--- src/rtl/pc_unit_if.sv ---
// Program-counter unit bus: next-PC requests from the core and PC/RAS status back.
interface pc_unit_if #(
  parameter int unsigned ADDR_W = 32
);
  logic              hold;
  logic              branch_taken;
  logic [ADDR_W-1:0] branch_target;
  logic              jump;
  logic              call;
  logic [ADDR_W-1:0] jump_target;
  logic              ret;
  logic [ADDR_W-1:0] pc;
  logic [ADDR_W-1:0] pc_plus;
  logic              ras_empty;
  logic              ras_full;
  logic              ras_err;
  logic              misalign_trap;

  modport master (
    output hold, branch_taken, branch_target, jump, call, jump_target, ret,
    input  pc, pc_plus, ras_empty, ras_full, ras_err, misalign_trap
  );

  modport slave (
    input  hold, branch_taken, branch_target, jump, call, jump_target, ret,
    output pc, pc_plus, ras_empty, ras_full, ras_err, misalign_trap
  );
endinterface

--- src/rtl/pc_unit.sv ---
// Program-counter unit: holds the PC and selects the next PC from sequential
// increment, branch, jump, call or return. Calls/returns use a circular
// return-address stack whose oldest entry is overwritten on overflow.
// Optional feature macro: PC_MISALIGN_TRAP_EN (trap on misaligned targets
// instead of silently clearing target bits [1:0]).
module pc_unit #(
  parameter int unsigned       ADDR_W       = 32,
  parameter logic [ADDR_W-1:0] RESET_VECTOR = '0,
  parameter int unsigned       INC          = 4,
  parameter int unsigned       RAS_DEPTH    = 4,
  parameter logic [ADDR_W-1:0] TRAP_VECTOR  = ADDR_W'('h80)
) (
  input  logic      clock,
  input  logic      reset_n,
  pc_unit_if.slave  bus
);

  localparam int unsigned PTR_W = $clog2(RAS_DEPTH);
  localparam int unsigned CNT_W = PTR_W + 1;
  localparam logic [PTR_W-1:0] PTR_ONE  = PTR_W'(1);
  localparam logic [CNT_W-1:0] CNT_ONE  = CNT_W'(1);
  localparam logic [CNT_W-1:0] CNT_FULL = CNT_W'(RAS_DEPTH);

  logic [ADDR_W-1:0] pc_q, pc_d;
  logic [ADDR_W-1:0] pc_inc;
  logic [PTR_W-1:0]  ptr_q, ptr_d;
  logic [CNT_W-1:0]  cnt_q, cnt_d;
  logic              err_q, err_d;
  logic              push;
  logic              tgt_sel;
  logic [ADDR_W-1:0] tgt;
  logic [ADDR_W-1:0] ras_q [RAS_DEPTH];

  assign pc_inc = pc_q + ADDR_W'(INC);

  // Next-PC selection in priority order hold > ret > call > jump > branch > sequential.
  always_comb begin
    pc_d    = pc_q;
    ptr_d   = ptr_q;
    cnt_d   = cnt_q;
    err_d   = 1'b0;
    push    = 1'b0;
    tgt_sel = 1'b0;
    tgt     = pc_inc;
    if (bus.hold) begin
      pc_d = pc_q;
    end else if (bus.ret) begin
      if (cnt_q != '0) begin
        tgt_sel = 1'b1;
        tgt     = ras_q[ptr_q - PTR_ONE];
        ptr_d   = ptr_q - PTR_ONE;
        cnt_d   = cnt_q - CNT_ONE;
      end else begin
        pc_d  = pc_inc;
        err_d = 1'b1;
      end
    end else if (bus.call) begin
      push    = 1'b1;
      tgt_sel = 1'b1;
      tgt     = bus.jump_target;
      ptr_d   = ptr_q + PTR_ONE;
      if (cnt_q == CNT_FULL) begin
        err_d = 1'b1;
      end else begin
        cnt_d = cnt_q + CNT_ONE;
      end
    end else if (bus.jump) begin
      tgt_sel = 1'b1;
      tgt     = bus.jump_target;
    end else if (bus.branch_taken) begin
      tgt_sel = 1'b1;
      tgt     = bus.branch_target;
    end else begin
      pc_d = pc_inc;
    end
    if (tgt_sel) begin
`ifdef PC_MISALIGN_TRAP_EN
      pc_d = (tgt[1:0] != 2'b00) ? TRAP_VECTOR : tgt;
`else
      pc_d = {tgt[ADDR_W-1:2], 2'b00};
`endif
    end
  end

`ifdef PC_MISALIGN_TRAP_EN
  logic trap_q, trap_d;

  // A trap is raised only for a target that was actually selected this cycle.
  always_comb begin
    trap_d = tgt_sel && (tgt[1:0] != 2'b00);
  end

  // Registered one-cycle misalignment pulse.
  always_ff @(posedge clock or negedge reset_n) begin
    if (!reset_n) trap_q <= 1'b0;
    else          trap_q <= trap_d;
  end

  assign bus.misalign_trap = trap_q;
`else
  logic unused_trap_inputs;
  assign unused_trap_inputs = ^{tgt[1:0], TRAP_VECTOR};
  assign bus.misalign_trap  = 1'b0;
`endif

  // Control state: PC, stack pointer, occupancy and error pulse.
  always_ff @(posedge clock or negedge reset_n) begin
    if (!reset_n) begin
      pc_q  <= RESET_VECTOR;
      ptr_q <= '0;
      cnt_q <= '0;
      err_q <= 1'b0;
    end else begin
      pc_q  <= pc_d;
      ptr_q <= ptr_d;
      cnt_q <= cnt_d;
      err_q <= err_d;
    end
  end

  // Return-address storage; validity is tracked solely by the occupancy count.
  always_ff @(posedge clock) begin
    if (push) ras_q[ptr_q] <= pc_inc;
  end

  assign bus.pc        = pc_q;
  assign bus.pc_plus   = pc_inc;
  assign bus.ras_empty = (cnt_q == '0);
  assign bus.ras_full  = (cnt_q == CNT_FULL);
  assign bus.ras_err   = err_q;

endmodule

--- src/flat_wrapper.sv ---
// flat-port wrapper written by rule: the top's interface ports become plain ports
module pc_unit_flat 
#(
  parameter int unsigned       ADDR_W       = 32,
  parameter logic [ADDR_W-1:0] RESET_VECTOR = '0,
  parameter int unsigned       INC          = 4,
  parameter int unsigned       RAS_DEPTH    = 4,
  parameter logic [ADDR_W-1:0] TRAP_VECTOR  = ADDR_W'('h80)
)
  (clock, reset_n, bus_hold, bus_branch_taken, bus_branch_target, bus_jump, bus_call, bus_jump_target, bus_ret, bus_pc, bus_pc_plus, bus_ras_empty, bus_ras_full, bus_ras_err, bus_misalign_trap);
  pc_unit_if #(.ADDR_W(ADDR_W)) bus_i ();
  input  logic clock;
  input  logic reset_n;
  input wire logic [$bits(bus_i.hold)-1:0] bus_hold;
  input wire logic [$bits(bus_i.branch_taken)-1:0] bus_branch_taken;
  input wire logic [$bits(bus_i.branch_target)-1:0] bus_branch_target;
  input wire logic [$bits(bus_i.jump)-1:0] bus_jump;
  input wire logic [$bits(bus_i.call)-1:0] bus_call;
  input wire logic [$bits(bus_i.jump_target)-1:0] bus_jump_target;
  input wire logic [$bits(bus_i.ret)-1:0] bus_ret;
  output wire logic [$bits(bus_i.pc)-1:0] bus_pc;
  output wire logic [$bits(bus_i.pc_plus)-1:0] bus_pc_plus;
  output wire logic [$bits(bus_i.ras_empty)-1:0] bus_ras_empty;
  output wire logic [$bits(bus_i.ras_full)-1:0] bus_ras_full;
  output wire logic [$bits(bus_i.ras_err)-1:0] bus_ras_err;
  output wire logic [$bits(bus_i.misalign_trap)-1:0] bus_misalign_trap;
  assign bus_i.hold = bus_hold;
  assign bus_i.branch_taken = bus_branch_taken;
  assign bus_i.branch_target = bus_branch_target;
  assign bus_i.jump = bus_jump;
  assign bus_i.call = bus_call;
  assign bus_i.jump_target = bus_jump_target;
  assign bus_i.ret = bus_ret;
  assign bus_pc = bus_i.pc;
  assign bus_pc_plus = bus_i.pc_plus;
  assign bus_ras_empty = bus_i.ras_empty;
  assign bus_ras_full = bus_i.ras_full;
  assign bus_ras_err = bus_i.ras_err;
  assign bus_misalign_trap = bus_i.misalign_trap;
  pc_unit #(.ADDR_W(ADDR_W), .RESET_VECTOR(RESET_VECTOR), .INC(INC), .RAS_DEPTH(RAS_DEPTH), .TRAP_VECTOR(TRAP_VECTOR)) u_core (.clock(clock), .reset_n(reset_n), .bus(bus_i));
endmodule
--- config.mk ---
export PLATFORM = sky130hd
export DESIGN_NAME = pc_unit_flat
export DESIGN_NICKNAME = d
export VERILOG_FILES = /design/src/rtl/pc_unit_if.sv /design/src/rtl/pc_unit.sv /design/src/flat_wrapper.sv
export SDC_FILE = /design/constraint.sdc
export NUM_CORES = 1
export LEC_CHECK = 0
export ABC_AREA = 0
export CELL_PAD_IN_SITES_DETAIL_PLACEMENT = 0
export CELL_PAD_IN_SITES_GLOBAL_PLACEMENT = 1
export CORE_MARGIN = 4
export CORE_UTILIZATION = 46
export DETAILED_ROUTE_END_ITERATION = 10
export PLACE_DENSITY_LB_ADDON = 0.1
export SYNTH_ARGS = -nofsm -noshare
export SYNTH_HDL_FRONTEND = slang
export SYNTH_SLANG_ARGS = --single-unit
--- constraint.sdc ---
create_clock -name clock -period 5.8 [get_ports clock]
set_clock_uncertainty 0.2 [all_clocks]
set_input_delay 1.16 -clock clock [delete_from_list [all_inputs] [get_ports clock]]
set_output_delay 1.16 -clock clock [all_outputs]
set_load 0.01 [all_outputs]
# Yosys cells after proc, flatten, opt, wreduce, memory -nomap -nowiden
# Memories as Yosys holds them, arrays and structs flattened.
# Cells that the tools add are included.
[totals] register_bits=38 mem_bits_rw=128 inputBits=71 out_inout_bits=68 word_cells=61 memories=1
[op_classes] addsub=5 eq_ne=8 mux=36 bitwise_logic=1 n_reduce_logical=6
[mem_list] name="u_core.ras_q" words=4 word_bits=32 rd=1 rd_clocked_by_memory_dff=0 wr=1 line="pc_unit.sv:32" text="logic [ADDR_W-1:0] ras_q [RAS_DEPTH];"
[op_table] op="2-to-1 mux 32 bit" n=13
[op_table] op="adder 32 x 3 -> 32 bit, second input constant" n=1
[op_table] op="2-to-1 mux 1 bit" n=16
[op_table] op="2-to-1 mux 3 bit" n=4
[op_table] op="inequality test 3 x 1 -> 1 bit, second input constant" n=3
[op_table] op="2-to-1 mux 2 bit" n=3
[op_table] op="AND reduction 5 bit" n=1
[op_table] op="inequality test 2 x 1 -> 1 bit, second input constant" n=2
[op_table] op="AND reduction 4 bit" n=1
[op_table] op="adder 3 x 1 -> 3 bit, second input constant" n=1
[op_table] op="== test 3 bit, second input constant" n=1
[op_table] op="logical NOT 3 bit" n=1
[op_table] op="inequality test 3 x 2 -> 1 bit, second input constant" n=1
[op_table] op="AND reduction 3 bit" n=1
[op_table] op="nonzero test 3 bit" n=1
[op_table] op="subtractor 3 x 1 -> 3 bit, second input constant" n=1
[op_table] op="adder 2 x 1 -> 2 bit, second input constant" n=1
[op_table] op="inequality test 2 bit, second input constant" n=1
[op_table] op="nonzero test 2 bit" n=1
[op_table] op="subtractor 2 x 1 -> 2 bit, second input constant" n=1
[op_table] op="NOT 1 bit" n=1

# Depth between registers and ports, before layout
# Gate-level depths: netlist of the first run.
[depth] word_depth=7 mapped_depth=10 depth_no_buf=7

# Worst setup path before layout of the first run
# OpenSTA, ideal clock, no wires.
[synth_path] path_type="flip-flop to output port" from="register u_core.pc_q[10], in the netlist u_core.bus.pc[10]" to="output bus_pc_plus[27]" arrival_time_ns=1.972 required_time_ns=4.440 setup_slack_ns=2.468 path_stages_with_launch=6 path_buffers=1 cell_sequence="dfrtp_1 > buf_2 > nand4_4 > or3_1 > or4_1 > xnor2_1"
[synth_between] elab_chain_cells=1
[synth_lines] item="start: declaration" line="pc_unit.sv:24" text="logic [ADDR_W-1:0] pc_q, pc_d;"
[synth_lines] item="start signal: assignment" line="pc_unit.sv:114" text="pc_q <= pc_d;"
[synth_lines] item="adder 32 x 3 -> 32 bit" line="pc_unit.sv:34" text="assign pc_inc = pc_q + ADDR_W'(INC);"
[synth_lines] item="end: declaration" line="flat_wrapper.sv:22" text="output wire logic [$bits(bus_i.pc_plus)-1:0] bus_pc_plus;"
# No other way between the ends.

# Worst setup path in the final report of the first run
[layout_path] from="register u_core.pc_q[2], in the netlist u_core.bus.pc[2]" to="output bus_pc_plus[18]"
# The elaborated chain is that of the path after synthesis.

==> run metrics, run 1 <==
Layout area overhead=27.7%; worst skew pair latency=0.42 ns; grt met1 use=33.2%; Resized Gates After CTS=0; Synth Warn #=0; ys flop type=edfxtp_1; Post-Syn Area=0.00765 mm2; vias in the first global route=~5.6k; fmax=205 MHz; CP required=~4.4 ns; routability cong.=0.815; largest net degree at the start of global routing=~70; WP data arrival=3.52 ns; multi-input logic area=about 0.0029 mm2; Initial DRT Pass Iterations=5; crit path time final=4.88 ns; Max-Cap Viols=0; row count=46; nets=795; WS Path Type=reg -> out; H-tree level count=4; GRT Overall Usage=24.5%; Setup Viol. Count Final=0; Worst R2R Path Depth=6; non-filler instance count after layout=947; met2 usage=40.8%; pwr/cell area=471 mW/mm2; post-detailed-route wirelength per cell=around 24 um; global-route wire length before repair=33.6 mm; Hold Path Cell Cnt=1; Leak Pwr=3.42 nW; Yosys reg bits=~160; Post-Place Cells=between 900 and 1k; slew margin rel.=a little over a third; via/cell ratio=5.94; unrepaired setup endpoints after global routing=no; GR Util met3=4.74%; worst-path fanout max=8; I/O pin total=139; Die W=137 um; Most Crowded Layer GR=met2; number of antenna diodes=0; CTS tree=built; chip height=~140 um; # port buffers=129; postcts setup bufs=0; status=complete, no violations; Post-synth EDFFs=120; routed wire length=22.3 mm; CTS buffer count=17; Tightest Hold Check Type=reg -> reg; Max Transition Viols Final=0; asr flop ratio synth=23.1%; register area share after synthesis=58.9%; Max clock buf depth=2; DIE AREA=0.0188 mm2; Root Driver=clkbuf_16; total number of vias=5625; share of layout cells above drive strength 1=13.1%; Final Cycle Share=84.1%; Startpoint Class=flop; worst slew pin tran=0.963 ns; fill count=1302; starting density of the core=47.5%; core box area=0.0161 mm2; Routed Antenna Nets=0; Fin. Hold Viols=0; Sink Count=156; gr ovfl total=0; count of cell types in the netlist=66; # DRC=0; CTS Hold Bufs=0; PnR Total Power=4.60 mW; FF+latch area=roughly 0.0045 mm2; initial antenna violation count=0; Max rail drop VDD=around 0.24 mV; post-synthesis area per instance=12.9 um2; Clock transition at path regs=approximately 0.06 ns; setup tns final=0 ns; dpl hpwl=14.4 mm; drt initial violations=570; CP Capture Type=output port; cells after synthesis=594
[state kept, by name (all words and copies together), names as in the netlist]
name,count
u_core.bus.pc,30
u_core.ras_q,120
u_core.cnt_q,3
u_core.ptr_q,2
u_core.bus.ras_err,1
[critical path, cell delays in order, from the launching register on]
cell and delay [ns]:
dfrtp_1 0.48, ha_1 0.27, nand3_1 0.33, nor4_1 0.72, and3_2 0.30, xor2_1 0.35, clkdlybuf4s50_1 0.62
[cells by family (layout without fill, tap and decap cells)]
kind of cell               after synthesis  in the layout  synth area share [%]
AOI/OAI and AO/OA                      133            133                  11.4
adders and majority gates                6              6                  1.08
DFF                                    156            156                  58.9
xor gates and xnor gates                32             32                  3.66
other                                    1              5                0.0490
buffers and inverters                   57            190                  3.22
and+or+nand+nor                        170            170                  11.7
muxes                                   39             39                  10.1
[metrics by stage]
step | utilization, % | setup slack (ns) | hold WS [ns] | cell area, um2
floorplan | - | 2.47 | 0.324 | 7670
global route | 60.6 | 0.672 | 0.401 | 9770
detailed placement | 56.8 | 1.44 | 0.356 | 9150
global placement | 56.8 | 1.46 | 0.343 | 9150
CTS | 60.6 | 0.940 | 0.365 | 9770
finish | 60.6 | 0.924 | 0.374 | 9770
[worst paths after layout]
kind,from,end,slack (ns)
max in group asynchronous,reset_n,u_core.ptr_q[0]$_DFFE_PN0P_,4.05
worst max-delay path,u_core.bus.pc[2]$_DFFE_PN0P_,bus_pc_plus[18],0.92
worst min-delay path,u_core.cnt_q[2]$_DFFE_PN0P_,u_core.cnt_q[2]$_DFFE_PN0P_,0.37
min in group asynchronous,reset_n,u_core.cnt_q[0]$_DFFE_PN0P_,0.70
worst min register to register,u_core.cnt_q[2]$_DFFE_PN0P_,u_core.cnt_q[2]$_DFFE_PN0P_,0.37
worst max register to register,u_core.bus.pc[2]$_DFFE_PN0P_,u_core.bus.pc[18]$_DFFE_PN0P_,2.85
[synth_stat cells (6+ instances only)]
cell type  count  area, um2
a21oi_1       39        195
a311oi_1       6       52.6
a31oi_1        8       50.1
and2_1         8       50.1
buf_2          8       40.0
buf_4          6       45.0
clkbuf_1      28        105
dfrtp_1       36        901
edfxtp_1     120       3600
inv_1         12       45.0
mux4_2        30        676
nand2_1       50        188
nand3_1       32        160
nand4_1        6       37.5
nor2_1        29        109
nor3_1         7       35.0
o21ai_0       25        125
o22a_1         6       52.6
o22ai_1        9       56.3
or3_1          7       43.8
xnor2_1       23        201
xor2_1         9       78.8
[metal layers]
metal,part of all wire (%),vias up
met3,6.3,22
met1,43,2844
met4,1.2,0
met5,0,-
met2,50,222
li1,-,2537
[report_power, final]
part	internal, mW	switching (mW)	leakage, nW
clock network	0.726	0.462	0.296
logic	0.855	0.854	1.61
registers	1.48	0.226	1.51
[layout by cell type (no fill, tap or decap), drive strengths merged, types with 9 or more instances in the layout]
cell / n
a21oi: 39
buf: 18
clkbuf: 19
clkdlybuf4s50: 127
dfrtp: 36
edfxtp: 120
inv: 16
mux4: 30
nand2: 50
nand3: 33
nor2: 30
o21ai: 25
o22ai: 9
xnor2: 23
xor2: 9
[final cells by class]
| cell class | count | share of cell area (%) |
|---|---|---|
| clock buffer | 19 | 4.43 |
| sequential | 156 | 46.1 |
| tap | 216 | 2.77 |
| inverter | 13 | 0.499 |
| timing repair buffer | 145 | 14.3 |
| clock inverter | 13 | 1.95 |
| multi-input combinational | 385 | 29.9 |
(Power assumes the default switching activity.)
==> inputs of run 2 (changes only) <==
- CORE_UTILIZATION: 46 -> 38
- clock period: 5.8 -> 3.9 ns (I/O delays scaled with it)
==> run 2 against run 1 <==
  * Die area up 20%
  * Clock power is 40% higher
  * Combinational power rose by 67%
  * Flip-flop and latch count is the same
  * Clock-buffer cell count increased by 1
==> run metrics, run 2 (synthesis gave the netlist of run 1 again) <==
Leak Pwr=3.64 nW (was 3.42 nW); Max Transition Viols Final=0 (unchanged); initial antenna violation count=0 (unchanged); Initial DRT Pass Iterations=4 (was 5); routability cong.=0.831 (was 0.815); Startpoint Class=flop (unchanged); Final Cycle Share=97.2%; DIE AREA=0.0225 mm2 (was 0.0188 mm2); Clock transition at path regs=0.06 ns (about the same); worst stage delay on the critical path=0.58 ns (was 0.72 ns); fmax=264 MHz; Die W=150 um (was 137 um); pwr/cell area=688 mW/mm2 (was 471 mW/mm2); max reg flops=120 (unchanged); crit path max-delay cell type=clkdlybuf4s50_1 (was nor4_1); Reg2Reg Setup Slack=1.06 ns (was 2.85 ns); row count=51 (was 46); largest net degree at the start of global routing=51 (was 72); dpl hpwl=16.5 mm (was 14.4 mm); most flop-heavy register=u_core.ras_q (unchanged); # port buffers=129 (unchanged); Setup Viol. Count Final=0 (unchanged); crit path time final=3.79 ns; starting density of the core=38.9% (was 47.5%); Fin Hold WS=0.305 ns (was 0.374 ns); Internal Power=4.63 mW (was 3.06 mW); R2R Path End=u_core.bus.pc[11]$_DFFE_PN0P_ (was u_core.bus.pc[18]$_DFFE_PN0P_); CP required=2.92 ns (was 4.44 ns); Max clock buf depth=2 (unchanged); share of layout cells above drive strength 1=19.7% (was 13.1%); PnR Total Power=7.01 mW (was 4.60 mW); crit path cell chain=nand4_4 -> or3_1 -> or4_4 -> xnor2_2 -> clkdlybuf4s50_1 (was ha_1 -> nand3_1 -> nor4_1 -> and3_2 -> xor2_1 -> clkdlybuf4s50_1); total number of vias=5779 (was 5625); Sink Count=156 (unchanged); Root Driver=clkbuf_16 (unchanged); setup tns final=0 ns (unchanged); I/O pin total=139 (unchanged); Routed Antenna Nets=0 (unchanged); post-detailed-route wirelength per cell=23.4 um (was 23.5 um); Layout area overhead=33.2% (was 27.7%); sequential fraction of design power=35.5% (was 37.1%); WP data arrival=2.81 ns (was 3.52 ns); gr ovfl total=0 (unchanged); vias in the first global route=5861 (was 5643); worst-path fanout max=6 (was 8); clock network fraction of design power=23.8% (was 25.8%); nets=829 (was 795); routed wire length=24.1 mm (was 22.3 mm); Worst R2R Path Depth=7 (was 6); CTS Hold Bufs=0 (unchanged); core box area=0.0197 mm2 (was 0.0161 mm2); slew margin rel.=34.4% (was 35.8%); GRT Overall Usage=21.8% (was 24.5%); most common cell after layout, fill and taps aside=clkdlybuf4s50_1 (unchanged); via/cell ratio=5.61 (was 5.94); worst slew pin tran=0.984 ns (was 0.963 ns); global-route wire length before repair=36.1 mm (was 33.6 mm); reg2reg start=u_core.ptr_q[1]$_DFFE_PN0P_ (was u_core.bus.pc[2]$_DFFE_PN0P_); Max-Cap Viols=0 (unchanged); CTS tree=built (unchanged); status=complete, no violations (unchanged); WS Path Type=reg -> out (unchanged); switching power=2.38 mW (was 1.54 mW); worst skew pair latency=0.43 ns (was 0.42 ns); Max rail drop VDD=0.332 mV (was 0.238 mV); H-tree level count=4 (unchanged); most frequent cells in the layout=clkdlybuf4s50_1, edfxtp_1, nand2_1, buf_4, a21oi_1 (was clkdlybuf4s50_1, edfxtp_1, nand2_1, a21oi_1, dfrtp_1); number of antenna diodes=0 (unchanged); Tightest Hold Check Type=in -> async (was reg -> reg); chip height=150 um (was 137 um); Comb pwr share=40.7% (was 37.1%); fill count=1739 (was 1302); CTS buffer count=17 (unchanged); CP endpoint=bus_pc_plus[27] (was bus_pc_plus[18]); # DRC=0 (unchanged); Fin. Hold Viols=0 (unchanged); unrepaired setup endpoints after global routing=no (unchanged); drt initial violations=409 (was 570); sw frac=34.0% (was 33.5%); CP Capture Type=output port (unchanged); Crit. Startpoint=u_core.bus.pc[12]$_DFFE_PN0P_ (was u_core.bus.pc[2]$_DFFE_PN0P_)
run 2: cell types whose count changed in the layout (fill, tap and decap cells not counted), sizes merged:
cell / delta
clkinvlp: -1
bufinv: -1
clkinv: +3
clkbuf: +1
buf: +34
inv: -2
run 2: area by class of cell:
class | instances | area, um2 | share of cell area [%]
Timing Repair Buffer | 179 | 1670 | 16.4
Clock inverter | 12 | 146 | 1.44
Tap cell | 265 | 332 | 3.25
Sequential cell | 156 | 4510 | 44.3
Inverter | 13 | 48.8 | 0.479
Multi-Input combinational cell | 385 | 3050 | 29.9
Clock buffer | 20 | 437 | 4.28
run 2: how the worst min path moves through the flow:
stage,slack (ns),depth (start not counted),from,to
floorplan,0.28,0,reset_n,u_core.bus.pc[10]$_DFFE_PN0P_
global placement,0.34,1,u_core.cnt_q[2]$_DFFE_PN0P_,u_core.cnt_q[2]$_DFFE_PN0P_
detailed placement,0.36,1,u_core.cnt_q[2]$_DFFE_PN0P_,u_core.cnt_q[2]$_DFFE_PN0P_
CTS,0.33,1,reset_n,u_core.bus.pc[31]$_DFFE_PN0P_
global route,0.38,1,reset_n,u_core.cnt_q[2]$_DFFE_PN0P_
finish,0.31,1,reset_n,u_core.cnt_q[1]$_DFFE_PN0P_
run 2: worst max-delay path, delay by kind of cell (launching register included):
| kind | cells | cell delay [ns] |
|---|---|---|
| simple gates | 3 | 1.14 |
| buf+inv | 1 | 0.58 |
| xor+xnor | 1 | 0.20 |
| flops | 1 | 0.45 |
run 2: repair_timing:
action                                 CTS  global route
setup endpoints to repair                5            14
buffers inserted                         0             1
endpoints found under the hold margin    0             0
pin swaps                                0             1
gates resized for setup                  6            19
run 2: metrics by stage:
| stage | util [%] | area (um2) | cells | setup WS, ns |
|---|---|---|---|---|
| finish | 51.9 | 10200 | 1030 | 0.111 |
| global route | 51.9 | 10200 | 1030 | 0.000860 |
| CTS | 51.3 | 10100 | 1029 | 0.00720 |
| detailed placement | 48.2 | 9470 | 997 | 0.355 |
| global placement | 48.2 | 9470 | 997 | 0.343 |
| floorplan | - | 7670 | 598 | 0.948 |
run 2: metal layers:
layer | routed length, um | up-vias | GRT usage (%)
met5 | 0 | - | 0
met4 | 340 | 0 | 5.67
met3 | 1520 | 30 | 3.85
met2 | 11700 | 219 | 35.9
met1 | 10500 | 2937 | 30.0
li1 | - | 2593 | -
run 2: power by group through the flow:
| stage | registers [mW] | logic (mW) | clock network, mW |
|---|---|---|---|
| floorplan | 2.50 | 1.49 | 0 |
| global placement | 2.48 | 2.81 | 0 |
| detailed placement | 2.49 | 2.85 | 0 |
| CTS | 2.47 | 2.87 | 1.69 |
| global route | 2.52 | 3.09 | 1.77 |
| finish | 2.49 | 2.85 | 1.67 |
